===== src/rtl/hdr_pkg.sv =====
// Shared definitions for the HDR frame sequencer: exposure selects, FSM states, RGB565 layout.
package hdr_pkg;

    localparam logic [1:0] SEL_HIGH = 2'd0;
    localparam logic [1:0] SEL_MID  = 2'd1;
    localparam logic [1:0] SEL_LOW  = 2'd2;

    localparam int unsigned RGB_R_LSB = 11;
    localparam int unsigned RGB_G_LSB = 5;
    localparam int unsigned RGB_B_LSB = 0;
    localparam int unsigned RGB_R_W   = 5;
    localparam int unsigned RGB_G_W   = 6;
    localparam int unsigned RGB_B_W   = 5;

    typedef enum logic [2:0] {
        ST_IDLE,
        ST_REQ,
        ST_COLLECT,
        ST_ISSUE,
        ST_DRAIN,
        ST_DONE
    } sched_state_t;

endpackage


===== src/rtl/hdr_res_fifo.sv =====
// Synchronous result FIFO with occupancy count; push and pop may coincide, including when full.
module hdr_res_fifo #(
    parameter int unsigned WIDTH = 24,
    parameter int unsigned DEPTH = 4,
    parameter int unsigned CNT_W = $clog2(DEPTH + 1)
) (
    input  logic             clk,
    input  logic             rst,
    input  logic             push,
    input  logic [WIDTH-1:0] push_data,
    input  logic             pop,
    output logic [WIDTH-1:0] head,
    output logic [CNT_W-1:0] count
);
    localparam int unsigned PTR_W = (DEPTH > 1) ? $clog2(DEPTH) : 1;
    localparam logic [PTR_W-1:0] PTR_LAST = PTR_W'(DEPTH - 1);

    logic [WIDTH-1:0] mem [DEPTH];
    logic [PTR_W-1:0] wr_ptr;
    logic [PTR_W-1:0] rd_ptr;
    logic             do_push;
    logic             do_pop;

    assign do_pop  = pop && (count != '0);
    assign do_push = push && ((32'(count) < 32'(DEPTH)) || do_pop);
    assign head    = mem[rd_ptr];

    always_ff @(posedge clk) begin
        if (rst) begin
            wr_ptr <= '0;
            rd_ptr <= '0;
            count  <= '0;
        end else begin
            if (do_push) wr_ptr <= (wr_ptr == PTR_LAST) ? '0 : wr_ptr + PTR_W'(1);
            if (do_pop)  rd_ptr <= (rd_ptr == PTR_LAST) ? '0 : rd_ptr + PTR_W'(1);
            if (do_push && !do_pop)      count <= count + CNT_W'(1);
            else if (do_pop && !do_push) count <= count - CNT_W'(1);
        end
    end

    // Storage carries no reset; only entries below count are ever observed.
    always_ff @(posedge clk) begin
        if (do_push) mem[wr_ptr] <= push_data;
    end

endmodule


===== src/rtl/hdr_sched.sv =====
// Frame sequencer: fetches three exposures per pixel, issues them to hdr, drains results.
// Optional statistics counters are built when HDR_SCHED_STATS_EN is defined.
module hdr_sched
    import hdr_pkg::*;
#(
    parameter int unsigned PIXELS     = 76800,
    parameter int unsigned ADDR_W     = 17,
    parameter int unsigned HDR_LAT    = 3,
    parameter int unsigned FIFO_DEPTH = 4
) (
    input  logic              clk,
    input  logic              rst,
    input  logic              start,
    output logic              busy,
    output logic              frame_done,
    output logic              rd_req,
    output logic [1:0]        rd_sel,
    output logic [ADDR_W-1:0] rd_addr,
    input  logic              rd_ready,
    input  logic              rd_valid,
    input  logic [15:0]       rd_data,
    output logic [15:0]       pix_high,
    output logic [15:0]       pix_mid,
    output logic [15:0]       pix_low,
    output logic              hdr_start,
    input  logic              hdr_done,
    input  logic [7:0]        lE_red,
    input  logic [7:0]        lE_green,
    input  logic [7:0]        lE_blue,
    output logic              wr_valid,
    output logic [ADDR_W-1:0] wr_addr,
    output logic [23:0]       wr_data,
    input  logic              wr_ready,
    output logic [31:0]       stat_cycles,
    output logic [31:0]       stat_stalls
);
    localparam int unsigned FCNT_W = $clog2(FIFO_DEPTH + 1);
    localparam int unsigned INFL_W = $clog2(FIFO_DEPTH + HDR_LAT + 1);
    localparam logic [ADDR_W-1:0] LAST_IDX = ADDR_W'(PIXELS - 1);

    sched_state_t      state;
    sched_state_t      state_nxt;
    logic [1:0]        ret_cnt;
    logic [ADDR_W-1:0] rd_idx;
    logic [ADDR_W-1:0] wr_idx;
    logic [INFL_W-1:0] inflight;
    logic [FCNT_W-1:0] fifo_count;
    logic [23:0]       fifo_head;
    logic              accept;
    logic              credit_ok;
    logic              issue_fire;
    logic              done_ok;
    logic              wr_fire;
    logic              last_pop;
    logic              slots_full;
    logic              capture;

    assign accept     = rd_req && rd_ready;
    assign credit_ok  = (32'(fifo_count) + 32'(inflight)) < 32'(FIFO_DEPTH);
    assign issue_fire = (state == ST_ISSUE) && credit_ok;
    assign done_ok    = hdr_done && (inflight != '0);
    assign slots_full = (ret_cnt == 2'd3) || (rd_valid && (ret_cnt == 2'd2));
    assign capture    = rd_valid && (ret_cnt != 2'd3) && ((state == ST_REQ) || (state == ST_COLLECT));
    assign wr_valid   = (fifo_count != '0) && (state != ST_IDLE);
    assign wr_fire    = wr_valid && wr_ready;
    assign last_pop   = wr_fire && (wr_idx == LAST_IDX);
    assign wr_data    = wr_valid ? fifo_head : 24'd0;
    assign wr_addr    = wr_idx;
    assign rd_addr    = rd_idx;

    hdr_res_fifo #(
        .WIDTH (24),
        .DEPTH (FIFO_DEPTH),
        .CNT_W (FCNT_W)
    ) u_fifo (
        .clk       (clk),
        .rst       (rst),
        .push      (done_ok),
        .push_data ({lE_red, lE_green, lE_blue}),
        .pop       (wr_fire),
        .head      (fifo_head),
        .count     (fifo_count)
    );

    always_ff @(posedge clk) begin
        if (rst) state <= ST_IDLE;
        else     state <= state_nxt;
    end

    always_comb begin
        state_nxt = state;
        case (state)
            ST_IDLE:    if (start) state_nxt = ST_REQ;
            ST_REQ:     if (accept && (rd_sel == SEL_LOW)) state_nxt = ST_COLLECT;
            ST_COLLECT: if (slots_full) state_nxt = ST_ISSUE;
            ST_ISSUE:   if (issue_fire) state_nxt = (rd_idx == LAST_IDX) ? ST_DRAIN : ST_REQ;
            ST_DRAIN:   if (last_pop) state_nxt = ST_DONE;
            ST_DONE:    state_nxt = ST_IDLE;
            default:    state_nxt = ST_IDLE;
        endcase
    end

    // Registered control outputs are loaded from the next state so they align with it.
    always_ff @(posedge clk) begin
        if (rst) begin
            busy       <= 1'b0;
            frame_done <= 1'b0;
            rd_req     <= 1'b0;
            rd_sel     <= SEL_HIGH;
            hdr_start  <= 1'b0;
            ret_cnt    <= 2'd0;
            rd_idx     <= '0;
            wr_idx     <= '0;
            inflight   <= '0;
            pix_high   <= 16'd0;
            pix_mid    <= 16'd0;
            pix_low    <= 16'd0;
        end else begin
            busy       <= (state_nxt == ST_REQ) || (state_nxt == ST_COLLECT) ||
                          (state_nxt == ST_ISSUE) || (state_nxt == ST_DRAIN);
            frame_done <= (state_nxt == ST_DONE);
            rd_req     <= (state_nxt == ST_REQ);
            hdr_start  <= issue_fire;
            if ((state == ST_IDLE) && start) begin
                rd_idx   <= '0;
                wr_idx   <= '0;
                inflight <= '0;
                ret_cnt  <= 2'd0;
                rd_sel   <= SEL_HIGH;
            end else begin
                if (accept) rd_sel <= (rd_sel == SEL_LOW) ? SEL_HIGH : rd_sel + 2'd1;
                if (issue_fire) begin
                    rd_idx  <= rd_idx + ADDR_W'(1);
                    ret_cnt <= 2'd0;
                end else if (capture) begin
                    case (ret_cnt)
                        SEL_HIGH: pix_high <= rd_data;
                        SEL_MID:  pix_mid  <= rd_data;
                        default:  pix_low  <= rd_data;
                    endcase
                    ret_cnt <= ret_cnt + 2'd1;
                end
                if (wr_fire) wr_idx <= wr_idx + ADDR_W'(1);
                if (issue_fire && !done_ok)      inflight <= inflight + INFL_W'(1);
                else if (done_ok && !issue_fire) inflight <= inflight - INFL_W'(1);
            end
        end
    end

`ifdef HDR_SCHED_STATS_EN
    logic [31:0] cyc_cnt;
    logic [31:0] stall_cnt;

    // Saturating frame statistics, cleared when a new frame is accepted.
    always_ff @(posedge clk) begin
        if (rst) begin
            cyc_cnt   <= 32'd0;
            stall_cnt <= 32'd0;
        end else if ((state == ST_IDLE) && start) begin
            cyc_cnt   <= 32'd0;
            stall_cnt <= 32'd0;
        end else begin
            if (busy && (cyc_cnt != 32'hFFFF_FFFF)) cyc_cnt <= cyc_cnt + 32'd1;
            if ((state == ST_ISSUE) && !credit_ok && (stall_cnt != 32'hFFFF_FFFF))
                stall_cnt <= stall_cnt + 32'd1;
        end
    end

    assign stat_cycles = cyc_cnt;
    assign stat_stalls = stall_cnt;
`else
    assign stat_cycles = 32'd0;
    assign stat_stalls = 32'd0;
`endif

endmodule


===== config.mk =====
export PLATFORM = sky130hd
export DESIGN_NAME = hdr_sched
export DESIGN_NICKNAME = d
export VERILOG_FILES = /design/src/rtl/hdr_pkg.sv /design/src/rtl/hdr_res_fifo.sv /design/src/rtl/hdr_sched.sv
export SDC_FILE = /design/constraint.sdc
export NUM_CORES = 1
export LEC_CHECK = 0
export CAP_MARGIN = 20
export CORE_MARGIN = 3
export CORE_UTILIZATION = 57
export DETAILED_ROUTE_END_ITERATION = 8
export DONT_BUFFER_PORTS = 1
export GPL_ROUTABILITY_DRIVEN = 0
export GPL_TIMING_DRIVEN = 1
export PLACE_DENSITY_LB_ADDON = 0.15
export RECOVER_POWER = 100
export SYNTH_ARGS = -nofsm -noshare
export SYNTH_HDL_FRONTEND = slang
export SYNTH_SLANG_ARGS = --single-unit

===== constraint.sdc =====
create_clock -name clk -period 2.5 [get_ports clk]
set_clock_uncertainty 0.05 [all_clocks]
set_input_delay 0.625 -clock clk [delete_from_list [all_inputs] [get_ports clk]]
set_output_delay 0.625 -clock clk [all_outputs]
set_load 0.02 [all_outputs]

# Word-level counts from Yosys, hierarchy flattened
# Memories as Yosys holds them, arrays and structs flattened. A register that Yosys moved wholly into a read port is not among the register bits.
# Cells that the tools add are included.
# word_totals
mem_count	1
output_inout_bits	177
word_cells	110
reg_bits	103
ram_bits	96
# mem_list
name	words	width	rd	rd_ports_with_merged_regs	wr	line	rtl
u_fifo.mem	4	24	1	1	1	hdr_res_fifo.sv:18	logic [WIDTH-1:0] mem [DEPTH];
# classes
magnitude_cmp	2
bitwise_logic	3
mux	19
addsub	11
reduce_logical	40
n_eq_ne	18
# op_table
op	count
adder 17 x 1 -> 17 bit, second input constant	2
== test 17 bit, second input constant	2
two-way mux 3 bit	10
two-way mux 24 bit	1
logical AND 1 bit	17
case mux 3 bit (5 select lines)	1
== test 3 x 2 -> 1 bit, second input constant	4
AND reduction 4 bit	3
== test 2 bit, second input constant	5
two-way mux 2 bit	5
== test 3 bit, second input constant	3
nonzero test 3 bit	3
adder 2 x 1 -> 2 bit, second input constant	4
adder 3 x 1 -> 3 bit, second input constant	2
== test 3 x 1 -> 1 bit, second input constant	2
logical OR 1 bit	6
subtractor 3 x 1 -> 3 bit, second input constant	2
adder 3 x 3 -> 4 bit	1
logical NOT 1 bit	4
< comparator 4 x 3 -> 1 bit, second input constant	1
nonzero test 2 bit	2
OR reduction 2 bit	2
logical NOT 3 bit	1
< comparator 3 bit, second input constant	1
6 further kinds	9

# Depth between registers and ports, before layout
# Gate-level depths: netlist of the first run.
# depth
ltp_word	10
mapped_depth	12

# Hierarchy
# Synthesis of the first run repeated with hierarchy kept, for this count alone.
# hier_totals
cells_unflattened	711
hier_area_um2	8630.8
# by_module_without_submodules
mod	cells_each	area_each_um2	n_inst	seq_area_each_um2
hdr_sched	539	4658.2	1	1921.8
hdr_res_fifo	172	3972.6	1	3062.9

# Worst setup path before layout of the first run
# No wires, ideal clock.
# synth_timing
path_kind	register to register
start	reg u_fifo.count[2]
end	reg inflight[2]
setup_time_ns	0.070
path_slack_ns	-0.119
synth_period_minus_slack_ns	2.619
path_stages_with_launch	12
arrival_ns	2.499
path_cell_list	dfxtp_1 -> ha_1 -> or3_4 -> nor2_1 -> nand2_1 -> inv_1 -> ha_1 -> inv_1 -> fa_1 -> xor2_1 -> or3_1 -> a21oi_1
# synth_via
elab_chain_cells	6
elab_cells_between_ends	8
cone_classes	1 x add/sub; 1 x order compare; 1 x mux; 5 x reduce/logical
# synth_lines
element	line	rtl
from (decl)	hdr_res_fifo.sv:13	output logic [CNT_W-1:0] count
from (signal assigned)	hdr_res_fifo.sv:36	if (do_push && !do_pop) count <= count + CNT_W'(1);
from (signal assigned)	hdr_res_fifo.sv:37	else if (do_pop && !do_push) count <= count - CNT_W'(1);
adder 3 x 3 -> 4 bit *	hdr_sched.sv:59	assign credit_ok = (32'(fifo_count) + 32'(inflight)) < 32'(FIFO_DEPTH);
< comparator 4 x 3 -> 1 bit *	hdr_sched.sv:59	
logical AND 1 bit *	hdr_sched.sv:60	assign issue_fire = (state == ST_ISSUE) && credit_ok;
net issue_fire	hdr_sched.sv:51	logic issue_fire;
logical NOT 1 bit	hdr_sched.sv:145	else if (done_ok && !issue_fire) inflight <= inflight - INFL_W'(1);
logical AND 1 bit	hdr_sched.sv:145	
nonzero test 2 bit (no source line)	--	
to (signal assigned)	hdr_sched.sv:144	if (issue_fire && !done_ok) inflight <= inflight + INFL_W'(1);
to (signal assigned)	hdr_sched.sv:145	
to (decl)	hdr_sched.sv:46	logic [INFL_W-1:0] inflight;
# Mark *: on every way through the listed nets, which the timed path passes. The rest lies on a longest branch.
# A chain may end at the register's enable or synchronous reset.

==> metrics.md, run 1 <==
| Metric | Value |
|---|---|
| Pre-antenna DRT Iters | `4` |
| Syn avg cell area | `12.1 µm²` |
| Max Slew Vio Count | `0` |
| # setup viols final | `1` |
| Post-layout instance area | `0.00956 mm²` |
| Synthesis-to-finish area growth | `10.3%` |
| Tcrit/Tclk final | `100%` |
| Initial antenna violation count | `0` |
| Clk sink count | `201` |
| Startpoint Class | `flop` |
| Max_cap viols | `0` |
| Failing checks | `negative setup slack` |
| Critical Path AT | `1.83 ns` |
| Post-Place Cells | `895` |
| Starting Density | `58.9%` |
| Antenna Nets Post-Route | `0` |
| Full die area | `0.0167 mm²` |
| Clock Tree Root | `clkbuf_16` |
| Number of DRC markers in iteration 0 | `210` |
| Final net count | `802` |
| WL final | `17100 µm` |
| Layout cells sized above 1 | `17.0%` |
| H-tree levels | `1` |
| IO Port Bufs | `0` |
| Asr flop ratio synth | `0%` |
| Max Root-Sink Buffers | `3` |
| Crit Reg-Reg Endpoint | `u_fifo.count[2]` |
| TritonCTS Buffers | `22` |
| GRT Overall Usage | `20.1%` |
| Post-synthesis sequential element count | `201` |
| Setup tns final | `-0.00229 ns` |
| Reg2reg start | `u_fifo.count[2]` |
| I/O pin count | `224` |
| DR WL/cell | `18.3 µm` |
| Worst Tran Pin Value | `0.941 ns` |
| Critical path endpoint | `wr_data[13]` |
| Final Worst Setup Slack | `-0.00229 ns` |
| Outcome | `finished with violations` |
| RSZ-0062 raised after global routing | `yes` |
| Most frequent cells in the layout | `100 x dfxtp_1, 96 x edfxtp_1, 81 x nor2_1, 64 x conb_1, 59 x nand2_1` |
| Via-to-Cell Ratio | `5.59` |
| Die height | `129 µm` |
| Clock insertion delay at the later pin of the skew report | `0.50 ns` |
| Placement row count | `44` |
| Sequential area share after synthesis | `57.5%` |
| WP data required | `1.82 ns` |
| Reg-to-reg setup timing slack | `0.07 ns` |
| EDFF count, synth | `96` |
| Overflow after GRT | `0` |
| Via count | `5241` |
| Diode count | `0` |
| Vias in the first global route | `5232` |
| Hold Crit Class | `primary input to flop` |
| Yosys cell types | `51` |
| Area after DPL | `0.00876 mm²` |
| PwrDens | `689 mW/mm²` |
| Clk slew on worst S/H paths | `0.06 ns` |
| Die X | `129 µm` |
| Crit path max fanout | `5` |
| Count of final hold-check violations | `0` |
| Peak supply drop | `0.727 mV` |
| Synth warn | `0` |
| Mapped Cells | `718` |
| Final min period | `2.50 ns` |
| Largest net degree at the start of global routing | `65` |
| Crit. End Element | `output pin` |
| Placeable Area | `0.0147 mm²` |
| Slew HR | `37.1%` |
| Synth Cell Area | `0.00866 mm²` |
| Prevailing post-synth register cell | `dfxtp_1` |
| Final Non-Filler Cells | `938` |
| Worst hold margin | `0.132 ns` |
| Crit path kind | `flop to output pin` |
| Total Power | `6580 µW` |
| CTS tree | `done` |
| Post-DP HPWL | `11200 µm` |
| FMAX | `400 MHz` |
| Worst R2R Path Depth | `9` |
| First-pass GRT wire length | `26900 µm` |
| Commonest non-fill, non-tap cell in the layout | `dfxtp_1` |
| LEAKAGE | `0.00352 µW` |
| Drt drc | `0` |
==> cells in the mapped netlist (all sizes together), types with 2 or more instances <==
cell type / count / area share, %
xnor2: 19 / 1.9
and3: 30 / 2.2
o31ai: 2 / 0.17
buf: 82 / 6.9
xor2: 16 / 1.6
nor4: 9 / 0.82
inv: 15 / 0.71
nor2: 82 / 3.6
edfxtp: 96 / 33
dfxtp: 105 / 24
a21oi: 31 / 1.9
and4: 2 / 0.22
nand2: 60 / 2.7
nor3: 16 / 0.98
o21ai: 6 / 0.35
mux4: 24 / 6.2
nor3b: 3 / 0.26
nand4: 14 / 1.2
clkbuf: 15 / 0.65
fa: 2 / 0.46
ha: 15 / 2.2
nor4bb: 3 / 0.35
and2: 6 / 0.43
nand3: 9 / 0.52
or3: 9 / 0.71
mux2i: 35 / 4.0
==> cells by family after synthesis <==
family	after synthesis	synth area share (%)
other	1	0.0433
AO/OA/AOI/OAI	43	2.92
flip-flops	201	57.5
XOR/XNOR	35	3.54
adder cells (fa/ha/maj)	17	2.63
AND/OR/NAND/NOR	250	14.8
multiplexers	59	10.3
buffers and inverters	112	8.29
==> power breakdown <==
part	switching, µW	leakage (µW)	internal [µW]
Combinational	150	0.00150	36.5
Clock	1270	0.000314	1630
Sequential	38.6	0.00171	3460
Total	1450	0.00352	5130
==> layout make-up <==
type                    instances  area, µm²
clock inverters                15        101
multi-input cells             468       3350
flip-flops and latches        201       5000
well taps                     184        230
fillers                      1103       5140
inverters                      15       61.3
clock buffers                  25        562
repair buffers                 30        254
==> timing repair <==
item,in CTS,in global routing
hold buffers,0,0
endpoints found under the hold margin,0,0
pin swaps,1,1
gates cloned,1,1
endpoints found under the setup margin,20,26
setup buffers,1,0
gates resized for setup,46,22
==> worst min path at each step <==
stage	cells after the start	slack, ns	to	start
2_1_floorplan	2	0.40	flop	u_fifo.rd_ptr[1]
3_3_place_gp	2	0.41	u_fifo.rd_ptr[1]	u_fifo.rd_ptr[1]
3_5_place_dp	2	0.43	flop	u_fifo.rd_ptr[1]
4_1_cts	1	0.11	pix_low[2]	rst
5_1_grt	1	0.11	pix_low[2]	rst
6_report	1	0.13	pix_mid[0]	rst
==> metal layers <==
layer / track usage [%] / vias to the layer above / routed length [µm]
met4: 5.06 / 0 / 346
li1: - / 2465 / -
met1: 24.9 / 2513 / 6830
met3: 8.41 / 30 / 1850
met5: 0 / - / 0
met2: 33.0 / 233 / 8110
==> state kept, by name, summed over array words and instances, names as in the netlist, 16 cells and up, named ones only <==
name        count
u_fifo.mem     96
rd_addr        17
pix_low        16
pix_mid        16
pix_high       16
wr_addr        17
==> metrics by stage <==
step                      util, %  setup slack, ns
after floorplan                 -          -0.0117
after global placement       59.6           0.0500
after detailed placement     59.6          -0.0302
after CTS                    65.2          -0.0861
after global routing         65.0          -0.0514
final                        65.0         -0.00229
==> worst max-delay path, stage by stage (launching register included) <==
cell,delay (ns)
dfxtp_4,0.43
clkbuf_16,0.18
mux4_2,0.49
and3_4,0.23
No activity file was read; power rests on OpenSTA's default activity.
==> inputs of run 2 (changes only) <==
Settings changed: SYNTH_HIERARCHICAL from default to 1.
==> metrics.md, run 2 <==
| Metric | Value |
|---|---|
| Fillers | `1083 (was 1103)` |
| PwrDens | `714 mW/mm² (was 689 mW/mm²)` |
| GRT Overall Usage | `20.5% (was 20.1%)` |
| First-pass GRT wire length | `27200 µm (was 26900 µm)` |
| Largest net degree at the start of global routing | `62 (was 65)` |
| Starting Density | `58.7% (was 58.9%)` |
| Die height | `129 µm (about the same)` |
| Crit. End Element | `flop (was output pin)` |
| Hold-fix buffers, CTS | `0 (unchanged)` |
| RSZ-0062 raised after global routing | `yes (unchanged)` |
| Final net count | `810 (was 802)` |
| Synthesis-to-finish area growth | `14.2% (was 10.3%)` |
| Layout cells sized above 1 | `19.7% (was 17.0%)` |
| Post-Place Cells | `894 (was 895)` |
| DR WL/cell | `18.7 µm (was 18.3 µm)` |
| Peak supply drop | `0.868 mV (was 0.727 mV)` |
| Hold Crit Class | `primary input to flop (unchanged)` |
| IO Port Bufs | `0 (unchanged)` |
| Largest stage delay on the critical path | `0.44 ns (was 0.49 ns)` |
| Yosys cell types | `49 (was 51)` |
| Critical Path AT | `2.98 ns (was 1.83 ns)` |
| Max reg flops | `96 (unchanged)` |
| Synth cell count leaders | `105 x dfxtp_1, 96 x edfxtp_1, 78 x nor2_1, 65 x buf_4, 55 x nand2_1 (was 105 x dfxtp_1, 96 x edfxtp_1, 81 x nor2_1, 70 x buf_4, 58 x nand2_1)` |
| Setup tns final | `-0.277 ns (was -0.00229 ns)` |
| EDFF count, synth | `96 (unchanged)` |
| FMAX | `383 MHz (was 400 MHz)` |
| I/O pin count | `224 (unchanged)` |
| Crit path kind | `flop to flop (was flop to output pin)` |
| Count of final hold-check violations | `0 (unchanged)` |
| Antenna Nets Post-Route | `0 (unchanged)` |
| WP data required | `2.87 ns (was 1.82 ns)` |
| Cell taking the most area after synthesis | `edfxtp_1 (unchanged)` |
| H-tree levels | `1 (unchanged)` |
| Final core occ | `67.0% (was 65.0%)` |
| Synth Cell Area | `0.00863 mm² (was 0.00866 mm²)` |
| Number of DRC markers in iteration 0 | `193 (was 210)` |
| Total Power | `7030 µW (was 6580 µW)` |
| Worst Tran Pin Value | `0.571 ns (was 0.941 ns)` |
| Post-DP HPWL | `11400 µm (was 11200 µm)` |
| LEAKAGE | `0.00373 µW (was 0.00352 µW)` |
| Diode count | `0 (unchanged)` |
| Asr flop ratio synth | `0% (unchanged)` |
| Startpoint Class | `flop (unchanged)` |
| Worst-path cell chain | `ha_4 -> or3_4 -> or4_4 -> inv_4 -> ha_4 -> inv_2 -> fa_2 -> xor2_1 -> or3_1 -> a21oi_2 (was clkbuf_16 -> mux4_2 -> and3_4)` |
| Drt drc | `0 (unchanged)` |
| Mapped Cells | `711 (was 718)` |
| Clk slew on worst S/H paths | `0.06 ns (about the same)` |
| Crit path max fanout | `2 (was 5)` |
| WL final | `17600 µm (was 17100 µm)` |
| Via-to-Cell Ratio | `5.53 (was 5.59)` |
| Clock insertion delay at the later pin of the skew report | `0.50 ns (about the same)` |
| Slew HR | `61.9% (was 37.1%)` |
| Most numerous cell in the Yosys netlist | `dfxtp_1 (unchanged)` |
| Pre-antenna DRT Iters | `4 (unchanged)` |
| Overflow after GRT | `0 (unchanged)` |
| Full die area | `0.0167 mm² (about the same)` |
| Synth top area share | `33.4% (was 33.3%)` |
| Most flops, register | `u_fifo/mem (was u_fifo.mem)` |
| Max_cap viols | `0 (unchanged)` |
| Register area | `0.00500 mm² (about the same)` |
| Most frequent CP cell | `ha_4` |
| Clk sink count | `201 (unchanged)` |
| Placement row count | `44 (unchanged)` |
| Initial antenna violation count | `0 (unchanged)` |
| Most frequent cells in the layout | `99 x dfxtp_1, 96 x edfxtp_1, 78 x nor2_1, 64 x conb_1, 55 x nand2_1 (was 100 x dfxtp_1, 96 x edfxtp_1, 81 x nor2_1, 64 x conb_1, 59 x nand2_1)` |
| Placeable Area | `0.0147 mm² (unchanged)` |
| Commonest non-fill, non-tap cell in the layout | `dfxtp_1 (unchanged)` |
| Vias in the first global route | `5193 (was 5232)` |
| Final Non-Filler Cells | `946 (was 938)` |
| Top cells by area, synth | `edfxtp_1 33%, dfxtp_1 24%, buf_4 5.7%, mux4_2 5.2%, mux2i_1 4.4% (was edfxtp_1 33%, dfxtp_1 24%, mux4_2 6.2%, buf_4 6.1%, mux2i_1 4.0%)` |
| Clock Tree Root | `clkbuf_16 (unchanged)` |
| Via count | `5228 (was 5241)` |
| Tcrit/Tclk final | `104% (was 100%)` |
| Syn avg cell area | `12.1 µm² (about the same)` |
| Final min period | `2.61 ns (was 2.50 ns)` |
| Max Root-Sink Buffers | `3 (unchanged)` |
| Final Worst Setup Slack | `-0.110 ns (was -0.00229 ns)` |
| # setup viols final | `13 (was 1)` |
| TritonCTS Buffers | `22 (unchanged)` |
| Synth warn | `6 (was 0)` |
| Worst path slowest cell | `or4_4 (was mux4_2)` |
| Post-synthesis sequential element count | `201 (unchanged)` |
| Prevailing post-synth register cell | `dfxtp_1 (unchanged)` |
| Multi-input gate area | `0.00335 mm² (about the same)` |
| Max Slew Vio Count | `0 (unchanged)` |
| Sequential area share after synthesis | `57.8% (was 57.5%)` |
| Failing checks | `negative setup slack (unchanged)` |
| CTS tree | `done (unchanged)` |
| Outcome | `finished with violations (unchanged)` |
| Die X | `129 µm (about the same)` |
## run 2: cell types whose count changed in the layout (fill, tap and decap cells not counted), moves of 5 or more
cell	change
nand3_1	-6
buf_4	+12
nor3_1	-6
nand4_1	+5
and3_1	+6
inv_1	-5
## run 2: area by class of cell
cell class | count | area share (%)
Sequential cell | 201 | 50.7
Inverter | 11 | 0.444
Timing Repair Buffer | 49 | 4.74
Clock buffer | 25 | 5.80
Clock inverter | 15 | 1.94
Multi-Input combinational cell | 461 | 34.0
Tap cell | 184 | 2.34
## run 2: metal layers
metal,GRT usage [%],up-vias,part of all wire (%)
li1,-,2472,-
met1,24.3,2542,38
met2,36.1,186,51
met3,7.38,28,9.2
met4,4.63,0,1.8
met5,0,-,0
## run 2: critical path, delay by kind of cell (launching register included)
family                     cells  cell delay, ns
adders and majority gates      3            0.65
AOI/OAI and AO/OA              1            0.12
xor gates and xnor gates       1            0.15
buffers and inverters          2            0.11
and+or+nand+nor                3            1.08
DFF                            1            0.35
## run 2: worst paths after layout
kind	slack [ns]	to	start	depth (start not counted)
max	-0.11	inflight[2]	u_fifo/count[2]	10
min	0.15	u_fifo/wr_ptr[1]	rst	1
max reg2reg	-0.11	inflight[2]	u_fifo/count[2]	10
min reg2reg	0.42	flop	u_fifo/rd_ptr[0]	2
## run 2: logic make-up after synthesis
logic type	Yosys count	synth area share [%]
AND/OR/NAND/NOR	238	13.7
flip-flops	201	57.8
buffers and inverters	112	8.32
multiplexers	63	11.0
AO/OA/AOI/OAI	44	3.06
XOR/XNOR	35	3.55
adder cells (fa/ha/maj)	17	2.64
other	1	0.0434
## run 2: stage by stage
step	hold WS [ns]	worst slack (ns)	area (µm²)
6_report	0.145	-0.110	9850
5_1_grt	0.120	-0.207	9850
4_1_cts	0.116	-0.113	9800
3_5_place_dp	0.422	-0.130	8790
3_3_place_gp	0.423	-0.0990	8790
2_1_floorplan	0.406	-0.285	8950
## run 2: what timing repair did
action | 4_1_cts | 5_1_grt
setup endpoints to repair | 27 | 27
resized for setup | 52 | 19
cloned | 3 | 3
hold endpoints to repair | 0 | 0
pin swaps | 1 | 16
buffers inserted | 3 | 4
## run 2: where the power goes
| part | switching, µW | total (µW) | internal (µW) | leakage (µW) |
|---|---|---|---|---|
| registers | 39.7 | 3500 | 3460 | 0.00171 |
| logic | 150 | 194 | 44.2 | 0.00164 |
| clock network | 1270 | 3340 | 2070 | 0.000376 |
